<file path="config.mk">
export PLATFORM = sky130hd
export DESIGN_NAME = msk_round_const_gen
export DESIGN_NICKNAME = d
export VERILOG_FILES = /design/src/rtl/skinny_msk_pkg.sv /design/src/rtl/msk_share_const.sv /design/src/rtl/msk_round_const_gen.sv
export SDC_FILE = /design/constraint.sdc
export NUM_CORES = 1
export LEC_CHECK = 0
export CAP_MARGIN = 40
export CORE_MARGIN = 3
export CORE_UTILIZATION = 52
export DETAILED_ROUTE_END_ITERATION = 12
export PLACE_DENSITY = 0.77
export SETUP_SLACK_MARGIN = 0.05
export SLEW_MARGIN = 20
export SYNTH_ARGS = -nofsm -noshare
export SYNTH_HDL_FRONTEND = slang
export SYNTH_HIERARCHICAL = 1
export SYNTH_SLANG_ARGS = --single-unit
</file>
<file path="constraint.sdc">
create_clock -name clk -period 2.6 [get_ports clk]
set_clock_uncertainty 0.15 [all_clocks]
set_input_delay 0.39 -clock clk [delete_from_list [all_inputs] [get_ports clk]]
set_output_delay 0.39 -clock clk [all_outputs]
set_load 0.05 [all_outputs]
</file>
<file path="src/rtl/skinny_msk_pkg.sv">
// Shared SKINNY definitions: the 6-bit round-constant LFSR steps, the
// c0/c1 field layout of a constant, and the sequencer state encoding.
package skinny_msk_pkg;

    localparam int RC_W = 6;

    // rc[3:0] feeds c0, rc[5:4] feeds c1
    localparam int C0_LSB = 0;
    localparam int C0_W   = 4;
    localparam int C1_LSB = 4;
    localparam int C1_W   = 2;

    typedef enum logic [1:0] {
        IDLE = 2'd0,
        WIND = 2'd1,
        RUN  = 2'd2
    } rc_state_e;

    function automatic logic [RC_W-1:0] rc_fwd(input logic [RC_W-1:0] x);
        return {x[4:0], x[5] ^ x[4] ^ 1'b1};
    endfunction

    // Exact inverse of rc_fwd: recovers the bit shifted out at the top.
    function automatic logic [RC_W-1:0] rc_inv(input logic [RC_W-1:0] x);
        return {x[0] ^ x[5] ^ 1'b1, x[5:1]};
    endfunction

endpackage

</file>
<file path="src/rtl/msk_share_const.sv">
// Encodes one public bit as a d-share Boolean sharing: shares 1..d-1 are the
// supplied random bits, share 0 absorbs the data bit.
module msk_share_const #(
    parameter int D = 2
) (
    input  logic         b,
    input  logic [D-2:0] rnd,
    output logic [D-1:0] shares
);

    assign shares = {rnd, b ^ (^rnd)};

endmodule

</file>
<file path="src/rtl/msk_round_const_gen.sv">
// Masked SKINNY round-constant sequencer: walks the constant LFSR forward
// (encrypt) or backward after a wind-up (decrypt), emitting fresh sharings.
module msk_round_const_gen
    import skinny_msk_pkg::*;
#(
    parameter int d = 2,
    parameter int R = 56
) (
    input  logic                 clk,
    input  logic                 rst_n,
    input  logic                 start,
    input  logic                 decrypt,
    input  logic                 step,
    input  logic [6*(d-1)-1:0]   rnd,
    output logic [6*d-1:0]       roundcst,
    output logic                 valid,
    output logic                 last,
    output logic                 busy,
    output logic                 done
);

    localparam logic [5:0] CNT_WIND_END = 6'(R - 2);
    localparam logic [5:0] CNT_LAST     = 6'(R - 1);
    localparam logic [RC_W-1:0] RC_FIRST = 6'h01;

    rc_state_e         state_reg, state_next;
    logic [RC_W-1:0]   lfsr_reg, lfsr_next;
    logic [5:0]        cnt_reg, cnt_next;
    logic              dec_reg, dec_next;
    logic              done_reg, done_next;
    logic [6*d-1:0]    shares_reg, shares_next;
    logic              load;
    logic              clear;

    logic [C0_W-1:0]   c0_pub;
    logic [C1_W-1:0]   c1_pub;
    logic [RC_W-1:0]   rc_pub;
    logic [6*d-1:0]    enc_shares;

    always_comb begin
        state_next = state_reg;
        lfsr_next  = lfsr_reg;
        cnt_next   = cnt_reg;
        dec_next   = dec_reg;
        done_next  = 1'b0;
        load       = 1'b0;
        clear      = 1'b0;
        case (state_reg)
            IDLE: begin
                if (start) begin
                    lfsr_next  = RC_FIRST;
                    cnt_next   = '0;
                    dec_next   = decrypt;
                    load       = 1'b1;
                    state_next = decrypt ? WIND : RUN;
                end
            end
            WIND: begin
                // Advances on every cycle, including the exit cycle, so RUN starts at rc_R
                lfsr_next = rc_fwd(lfsr_reg);
                load      = 1'b1;
                if (cnt_reg == CNT_WIND_END) begin
                    cnt_next   = '0;
                    state_next = RUN;
                end else begin
                    cnt_next = cnt_reg + 6'd1;
                end
            end
            RUN: begin
                if (step) begin
                    if (cnt_reg == CNT_LAST) begin
                        state_next = IDLE;
                        lfsr_next  = '0;
                        cnt_next   = '0;
                        clear      = 1'b1;
                        done_next  = 1'b1;
                    end else begin
                        lfsr_next = dec_reg ? rc_inv(lfsr_reg) : rc_fwd(lfsr_reg);
                        cnt_next  = cnt_reg + 6'd1;
                        load      = 1'b1;
                    end
                end
            end
            default: begin
                state_next = IDLE;
            end
        endcase
    end

    // Sharings are built from the value being loaded, so rnd is consumed the same cycle
    assign c0_pub = lfsr_next[C0_LSB +: C0_W];
    assign c1_pub = lfsr_next[C1_LSB +: C1_W];
    assign rc_pub = {c1_pub, c0_pub};

    generate
        for (genvar gi = 0; gi < RC_W; gi++) begin : g_enc
            msk_share_const #(
                .D(d)
            ) u_enc (
                .b      (rc_pub[gi]),
                .rnd    (rnd[gi*(d-1) +: (d-1)]),
                .shares (enc_shares[gi*d +: d])
            );
        end
    endgenerate

    always_comb begin
        shares_next = shares_reg;
        if (clear) begin
            shares_next = '0;
        end else if (load) begin
            shares_next = enc_shares;
        end
    end

    always_ff @(posedge clk or negedge rst_n) begin
        if (!rst_n) begin
            state_reg  <= IDLE;
            lfsr_reg   <= '0;
            cnt_reg    <= '0;
            dec_reg    <= 1'b0;
            done_reg   <= 1'b0;
            shares_reg <= '0;
        end else begin
            state_reg  <= state_next;
            lfsr_reg   <= lfsr_next;
            cnt_reg    <= cnt_next;
            dec_reg    <= dec_next;
            done_reg   <= done_next;
            shares_reg <= shares_next;
        end
    end

    assign roundcst = shares_reg;
    assign valid    = (state_reg == RUN);
    assign last     = (state_reg == RUN) && (cnt_reg == CNT_LAST);
    assign busy     = (state_reg != IDLE);
    assign done     = done_reg;

endmodule

</file>
=== Yosys cells after proc, flatten, opt, wreduce, memory -nomap -nowiden ===
Index checks and enable logic that the tools add are counted.

* Bits in registers: 28
* Latch bits: 0
* RAM bits: 0
* Input bits: 11
* Memory bits (read-only): 0
* Memories kept: 0
* Output and inout bits: 16

* Multipliers: 0
* $add $sub $neg: 1
* Muxes and demuxes: 25
* Eq/ne operators: 8
* Reduce and logical (&&, ||, !) cells: 8
* Shift operators: 0
* Bitwise gates (word level): 10
* Order comparisons: 0
* Div/mod/pow operators: 0

{| class="wikitable"
|+ Operators with widths
! operator !! count
|-
| 2-to-1 mux 6 bit || 8
|-
| case mux 6 bit (3 select lines) || 2
|-
| 2-to-1 mux 12 bit || 2
|-
| equality test 6 bit, second input constant || 2
|-
| 2-to-1 mux 2 bit || 5
|-
| bitwise XOR 1 bit || 8
|-
| adder 6 x 1 -> 6 bit, second input constant || 1
|-
| 2-to-1 mux 1 bit || 6
|-
| inequality test 2 bit, second input constant || 3
|-
| case mux 2 bit (3 select lines) || 1
|-
| AND reduction 4 bit || 1
|-
| nonzero test 2 bit || 2
|-
| case mux 1 bit (3 select lines) || 1
|-
| AND reduction 3 bit || 1
|-
| nonzero test 3 bit || 1
|-
| equality test 2 x 1 -> 1 bit, second input constant || 1
|-
| equality test 2 bit, second input constant || 1
|-
| zero test 2 bit || 1
|-
| inequality test 2 x 1 -> 1 bit, second input constant || 1
|-
| NOT 1 bit || 2
|-
| AND reduction 2 bit || 1
|-
| logical AND 1 bit || 1
|}

=== Depth between registers and ports, before layout ===
Gate-level depths: netlist of the first run.

* Depth in word-level cells: 9
* Depth in mapped cells: 10

=== Modules after synthesis ===
The synthesis of the first run kept the hierarchy.

{| class="wikitable"
|+ By module, submodules not included
! module !! cells an instance !! area each (µm²) !! times used
|-
| msk_round_const_gen || 136 || 1426.4 || 1
|-
| msk_share_const || 2 || 16.3 || 6
|}

=== Worst setup path after synthesis of the first run ===
Ideal clock, no wire load.

* Path kind: reg-to-reg
* From: register state_reg[0]
* To: register shares_reg[4] (netlist: roundcst[4])
* Buffers on the path: 2
* Cell stages (with the launch flop): 11
* Data required time: 2329 ps
* Period minus slack after synthesis: 2605 ps
* Path slack: -5 ps
* Data arrival time: 2334 ps
* Path through: dfrtp_1 > inv_1 > ha_1 > nor2b_4 > or3_1 > buf_2 > clkbuf_1 > a22oi_1 > o21ai_0 > xor2_1 > a22o_1

* Cells in the longest elaborated chain, start to end: 5
* Elaborated cells on any way between the ends: 10
* Classes of those cells: 2 x eq/ne; 5 x mux; 1 x bitwise; 2 x reduce/logical

{| class="wikitable"
|+ Ends and longest elaborated chain
! item !! RTL line !! text
|-
| start: declaration || msk_round_const_gen.sv:26 || <nowiki>rc_state_e state_reg, state_next;</nowiki>
|-
| start signal: assignment || msk_round_const_gen.sv:125 || <nowiki>state_reg <= state_next;</nowiki>
|-
| equality test 2 bit || - ||
|-
| net valid || msk_round_const_gen.sv:16 || <nowiki>output logic valid,</nowiki>
|-
| case mux 6 bit (3 select lines) || msk_round_const_gen.sv:48 || <nowiki>case (state_reg)</nowiki>
|-
| net lfsr_next[2] || msk_round_const_gen.sv:27 || <nowiki>logic [RC_W-1:0] lfsr_reg, lfsr_next;</nowiki>
|-
| bitwise XOR 1 bit || msk_share_const.sv:11 || <nowiki>assign shares = {rnd, b ^ (^rnd)};</nowiki>
|-
| net enc_shares[4] || msk_round_const_gen.sv:38 || <nowiki>logic [6*d-1:0] enc_shares;</nowiki>
|-
| 2-to-1 mux 12 bit || msk_round_const_gen.sv:111 || <nowiki>end else if (load) begin</nowiki>
|-
| 2-to-1 mux 12 bit || msk_round_const_gen.sv:109 || <nowiki>if (clear) begin</nowiki>
|-
| end signal: assignment || msk_round_const_gen.sv:130 || <nowiki>shares_reg <= shares_next;</nowiki>
|-
| end: declaration || msk_round_const_gen.sv:31 || <nowiki>logic [6*d-1:0] shares_reg, shares_next;</nowiki>
|}

The timed path passes the listed nets, and every way through them passes these cells. The select of a mux whose other input is x is not followed.
A chain may end at the register's enable or synchronous reset.

=== Worst setup path after layout of the first run ===
* From: register state_reg[0]
* To: register cnt_reg[4]

* Cells in the longest elaborated chain, start to end: 3
* Elaborated cells on any way between the ends: 8
* Classes of those cells: 4 x eq/ne; 1 x mux; 3 x reduce/logical

{| class="wikitable"
|+ Ends and longest elaborated chain
! item !! RTL line !! text
|-
| equality test 2 bit (tied with other cells) || msk_round_const_gen.sv:48 ||
|-
| inequality test 2 bit (no line) or nonzero test 3 bit (tied branches) || - ||
|-
| AND reduction 3 bit (no line) || - ||
|-
| end signal: assignment || msk_round_const_gen.sv:127 || <nowiki>cnt_reg <= cnt_next;</nowiki>
|-
| end: declaration || msk_round_const_gen.sv:28 || <nowiki>logic [5:0] cnt_reg, cnt_next;</nowiki>
|}

Several ways; a longest one is shown, not always the timed one.

==> qor.yml, run 1 <==
layout:
  utilization_pct: 65.8
  syn_to_final_growth_pct: 20.1
  antenna_cells: 0
  largest_reg_flops: 12
  fillers: 236
  nNetsFinal: 188
  drive_gt1_share_pct: 7.65
placed_design:
  dp_hpwl_microns: 2280
  port_buffers: 26
  gp_congestion: 0.827
  dp_slack_ps: 119
routing:
  wl_microns: 3170
  vias: 1177
  drt_iter0_markers: 56
  ant_nets: 0
  via_per_inst: 5.86
  wl_per_cell_microns: 15.8
  dr.pass1.iters: 4
  route.detailed.drc: 0
pwr:
  worst_ir_drop_vdd_uv: 1070
  power_density_nw_per_um2: 1320
  p_leak_nw: 0.861
  p_total_w: 0.00241
timing:
  tightestPinTransition_ps: 577
  clock.fmax_ghz: 0.419
  finalCritPeriodShare_pct: 91.8
  fin_crit_ps: 2390
  setup_tns_ps: 0
  slew_viol_final: 0
  holdWs_ps: 261
  grt_setup_unrepaired: "false"
  hold_viol: 0
  setup_viol: 0
  slew-limit-headroom_pct: 61.1
  final.setup.worst_slack_ps: 213
critical_path:
  cp-end-kind: "flop"
  arrival_ps: 2520
  path_class: "reg -> reg"
  critPathSlowestCell: "dfrtp_1"
  cpLargestDelayFamily: "simple AND/OR/NAND/NOR gates"
  startpoint_type: "flop"
  path_common_cell: "or3_1"
  r2r_cells: 8
  critPathMaxFanout: 12
  regToRegEndpoint: "cnt_reg[4]"
  rr_startpoint: "state_reg[0]"
  worstPathCellList: "inv_1 -> ha_1 -> and2b_4 -> or3_1 -> buf_4 -> or3_1 -> a21oi_1 -> a21o_1"
  cp_data_required_time_ps: 2730
  path_buf_inv: 2
  r2r_slack_ps: 210
  slowest_delay_ps: 420
  worst-path-stages: 8
clock_network:
  cts_resized: 1
  cts_root_buf: "clkbuf_4"
  htreeDepth: 1
  clock_latency_ps: 330
  cts_tree: "yes"
  cts_buffers: 3
  clockBufferDepth: 2
  hold_buffers: 0
  clkTransAtPathRegs_ps: 150
  postCtsSetupRepairBufs: 0
  clock-sinks: 28
global_routing:
  first_global_vias: 1192
  grt_pass1_wl_microns: 5200
  antenna_found_initial: 0
  grt_max_degree: 29
  grt_overflow_total: 0
  track_usage_pct: 19.1
floorplanning:
  num_rows: 19
  start_util_pct: 54.8
  die_y_microns: 60.1
  die_area_sq_um: 3620
  core_area_sq_um: 2780
  fp.dieW_microns: 60.1
  io_pins: 27
synth:
  postSynthNetCount: 165
  synth-main-ff-cell: "dfrtp_1"
  async_flop_share_pct: 100
  ys_ff_latch: 28
  ys_types: 34
  ys_seq_area_share_pct: 46.0
  yosys_warnings: 6
  syn_avg_cell_area_sq_um: 10.3
  syn_inst: 148
  synth_area_sq_um: 1520
  synth_edf_count: 0
run_status:
  status: "finished, final reports clean"
hold_path:
  min_path_type: "in -> async"
run:
  max_cap_viol_count: 0
## Yosys cell counts, drive strengths merged, types with 2 or more instances
cell type | n | area share, %
o21ai | 11 | 3.6
dfrtp | 28 | 46
or3 | 4 | 1.6
a21oi | 6 | 2.0
nand3 | 2 | 0.66
mux2i | 8 | 5.3
a22o | 12 | 6.9
buf | 9 | 4.3
ha | 6 | 4.9
nor2b | 2 | 1.3
nand2 | 10 | 2.5
a21o | 4 | 2.0
xor2 | 7 | 4.0
nor2 | 7 | 1.7
a22oi | 5 | 2.5
o221ai | 2 | 1.1
inv | 8 | 2.0
and3 | 2 | 1.1
clkbuf | 3 | 0.74
## worst max-delay path by stage
| stage | endpoint | slack (ps) | start |
|---|---|---|---|
| after global placement | roundcst[2] | 190 | start |
| final | cnt_reg[4] | 210 | state_reg[0] |
| after floorplan | roundcst[4] | 170 | state_reg[0] |
| after CTS | valid | 60 | state_reg[0] |
| after detailed placement | roundcst[2] | 120 | step |
| after global routing | cnt_reg[3] | 100 | state_reg[0] |
## cells in the final DEF (no fill, tap or decap), types with 2 or more instances in the layout
cell type / synthesis / final
a22o_1: 12 / 12
nor2_1: 7 / 7
a21oi_1: 6 / 6
o221ai_1: 2 / 2
a21o_1: 4 / 4
inv_1: 8 / 8
xor2_1: 7 / 7
buf_4: 8 / 5
ha_1: 6 / 5
mux2i_1: 8 / 8
a22oi_1: 5 / 5
clkdlybuf4s50_1: 0 / 23
nand3_1: 2 / 2
dfrtp_1: 28 / 28
or3_1: 4 / 4
o21ai_0: 11 / 11
clkbuf_4: 0 / 3
nand2_1: 10 / 10
## worst register-to-register path, stage by stage (launching register included)
cell     delay [ps]
dfrtp_1         420
inv_1            90
ha_1            270
and2b_4         200
or3_1           380
buf_4           210
or3_1           360
a21oi_1         170
a21o_1          100
## cell type report
type | instances | area (sq um) | share of cell area, %
well taps | 31 | 38.8 | 2.12
clock buffers | 3 | 22.5 | 1.23
flip-flops and latches | 28 | 701 | 38.3
repair buffers | 30 | 289 | 15.8
inverters | 8 | 30.0 | 1.64
multi-input cells | 100 | 719 | 39.3
clock inverters | 1 | 30.0 | 1.64
## through the flow
step,cells,instance area (sq um)
after floorplan,148,1530
after global placement,196,1770
after detailed placement,196,1770
after CTS,200,1820
after global routing,201,1830
final,201,1830
## logic make-up after synthesis
| logic type | synth area share, % |
|---|---|
| AND/OR/NAND/NOR | 11.4 |
| XOR/XNOR | 4.60 |
| AO/OA/AOI/OAI | 20.9 |
| multiplexers | 5.25 |
| adder cells (fa/ha/maj) | 4.93 |
| flip-flops | 46.0 |
| buffers and inverters | 6.98 |
## report_power, final
part | switching (W) | internal, W | total, W
Combinational | 0.000851 | 0.000540 | 0.00139
Clock | 0.000130 | 0.000156 | 0.000285
Sequential | 0.000140 | 0.000590 | 0.000730
Total | 0.00112 | 0.00129 | 0.00241
## metal layers
layer | global-route usage [%] | part of all wire, % | up-vias
li1 | - | - | 567
met1 | 23.5 | 45 | 573
met2 | 33.6 | 49 | 31
met3 | 2.59 | 4.0 | 6
met4 | 7.28 | 1.7 | 0
met5 | 0 | 0 | -
Power figures use the tool's default switching activity.
==> run 2, diff against run 1 <==
--- a/config.mk
+++ b/config.mk
@@ -9,9 +9,9 @@
 export CORE_MARGIN = 3
 export CORE_UTILIZATION = 52
 export DETAILED_ROUTE_END_ITERATION = 12
+export GPL_ROUTABILITY_DRIVEN = 0
 export PLACE_DENSITY = 0.77
 export SETUP_SLACK_MARGIN = 0.05
-export SLEW_MARGIN = 20
 export SYNTH_ARGS = -nofsm -noshare
 export SYNTH_HDL_FRONTEND = slang
 export SYNTH_HIERARCHICAL = 1
==> run 2 against run 1 <==
  * Sequential share of layout area is 0.16 points higher
  * Final area shrank 0.41%
  * Wire length fell by 0.60%
  * Combinational power hardly changed
  * Via count about the same
  * Largest cell class unchanged
==> qor.yml, run 2 (synthesis results as in run 1) <==
clock_network:
  clkTransAtPathRegs_ps: 150  # about the same
  cts_buffers: 3  # unchanged
  hold_buffers: 0  # unchanged
  cts_tree: "yes"  # unchanged
  clock_latency_ps: 320  # was 330 ps
  cts_root_buf: "clkbuf_4"  # unchanged
  clock-sinks: 28  # unchanged
  clockBufferDepth: 2  # unchanged
  htreeDepth: 1  # unchanged
floorplanning:
  core_area_sq_um: 2780  # unchanged
  die_y_microns: 60.1  # unchanged
  num_rows: 19  # unchanged
  fp.dieW_microns: 60.1  # unchanged
  start_util_pct: 54.8  # unchanged
  io_pins: 27  # unchanged
  die_area_sq_um: 3620  # unchanged
timing:
  grt_setup_unrepaired: "false"  # unchanged
  setup_tns_ps: 0  # unchanged
  tightestPinTransition_ps: 814  # was 577 ps
  clock.fmax_ghz: 0.425  # was 0.419 GHz
  fin_crit_ps: 2350  # was 2390 ps
  setup_viol: 0  # unchanged
  hold_viol: 0  # unchanged
  slew-limit-headroom_pct: 45.6  # was 61.1%
  final.setup.worst_slack_ps: 245  # was 213 ps
  slew_viol_final: 0  # unchanged
  finalCritPeriodShare_pct: 90.6  # was 91.8%
global_routing:
  antenna_found_initial: 0  # unchanged
  track_usage_pct: 19.1  # unchanged
  grt_max_degree: 29  # unchanged
  grt_overflow_total: 0  # unchanged
  first_global_vias: 1192  # unchanged
  grt_pass1_wl_microns: 5200  # unchanged
layout:
  largest_reg_flops: 12  # unchanged
  stdcell_area_sq_um: 1820  # was 1830 sq um
  final_cell_mix: "dfrtp_1, clkdlybuf4s50_1, a22o_1, o21ai_0, nand2_1"  # unchanged
  antenna_cells: 0  # unchanged
  syn_to_final_growth_pct: 19.6  # was 20.1%
  fillers: 236  # unchanged
  nNetsFinal: 187  # was 188
  drive_gt1_share_pct: 7.10  # was 7.65%
  final_common_cell: "dfrtp_1"  # unchanged
routing:
  vias: 1176  # was 1177
  route.detailed.drc: 0  # unchanged
  dr.pass1.iters: 4  # unchanged
  via_per_inst: 5.88  # was 5.86
  drt_iter0_markers: 55  # was 56
  wl_per_cell_microns: 15.7  # was 15.8 microns
  wl_microns: 3150  # was 3170 microns
  ant_nets: 0  # unchanged
critical_path:
  critPathMaxFanout: 12  # unchanged
  startpoint_type: "flop"  # unchanged
  arrival_ps: 2480  # was 2520 ps
  cp-end-kind: "flop"  # unchanged
  cp_data_required_time_ps: 2730  # about the same
  path_class: "reg -> reg"  # unchanged
placed_design:
  place_area_sq_um: 1770  # unchanged
  dp_hpwl_microns: 2280  # unchanged
  port_buffers: 26  # unchanged
  dp_slack_ps: 119  # unchanged
pwr:
  worst_ir_drop_vdd_uv: 1030  # was 1070 uV
  power_density_nw_per_um2: 1310  # was 1320 nW/um^2
  p_leak_nw: 0.856  # was 0.861 nW
run:
  max_cap_viol_count: 0  # unchanged
hold_path:
  min_path_type: "in -> async"  # unchanged
run_status:
  status: "finished, final reports clean"  # unchanged
run 2: changes by cell type in the layout (fill, tap and decap cells not counted), sizes merged:
| cell | previous run | this run |
|---|---|---|
| buf | 5 | 4 |
run 2: power by group:
group | total, W | switching (W) | leakage [nW] | internal [W]
clock | 0.000284 | 0.000128 | 0.0279 | 0.000156
combinational | 0.00137 | 0.000846 | 0.467 | 0.000526
sequential | 0.000731 | 0.000141 | 0.362 | 0.000590
total | 0.00239 | 0.00111 | 0.856 | 0.00127
run 2: critical path, stage by stage, from the launching register on:
cell and delay [ps]:
dfrtp_1 420, inv_1 90, ha_1 260, and2b_4 200, or3_1 380, buf_4 200, or3_1 350, a21oi_1 160
a21o_1 100
run 2: routing by layer:
metal / wire [microns] / up-vias / share of wire [%] / global-route usage (%)
met5: 0 / - / 0 / 0
met4: 31 / 0 / 0.98 / 7.28
met3: 121 / 4 / 3.8 / 2.59
met2: 1560 / 29 / 49 / 33.6
met1: 1440 / 578 / 46 / 23.5
li1: - / 565 / - / -
run 2: final timing paths:
path                              startpoint  slack (ps)          end  cells after the start
worst max-delay path            state_reg[0]         250   cnt_reg[4]                      8
worst max register to register  state_reg[0]         250   cnt_reg[4]                      8
worst min-delay path                   rst_n         260   cnt_reg[5]                      2
min in group clk                 roundcst[5]         370  roundcst[5]                      1
worst min register to register   roundcst[5]         370  roundcst[5]                      1
max in group asynchronous              rst_n        1780  lfsr_reg[0]                      2
run 2: timing repair:
| action | in CTS | in global routing |
|---|---|---|
| resized for setup | 1 | 1 |
| setup endpoints to repair | 1 | 1 |
| pin swaps | 0 | 0 |
| setup buffers | 0 | 0 |
run 2: cell type report:
type | count | area, sq um | area share (%)
clock buffers | 3 | 22.5 | 1.24
clock inverters | 1 | 30.0 | 1.65
inverters | 8 | 30.0 | 1.65
multi-input cells | 100 | 719 | 39.5
flip-flops and latches | 28 | 701 | 38.4
well taps | 31 | 38.8 | 2.13
repair buffers | 29 | 282 | 15.4
run 2: stage by stage:
stage	std cells	power (W)	hold slack (ps)	utilization, %
after floorplan	148	0.00173	-55.6	-
after global placement	196	0.00208	339	63.6
after detailed placement	196	0.00212	341	63.6
after CTS	200	0.00241	264	65.5
after global routing	200	0.00255	265	65.5
final	200	0.00239	264	65.5
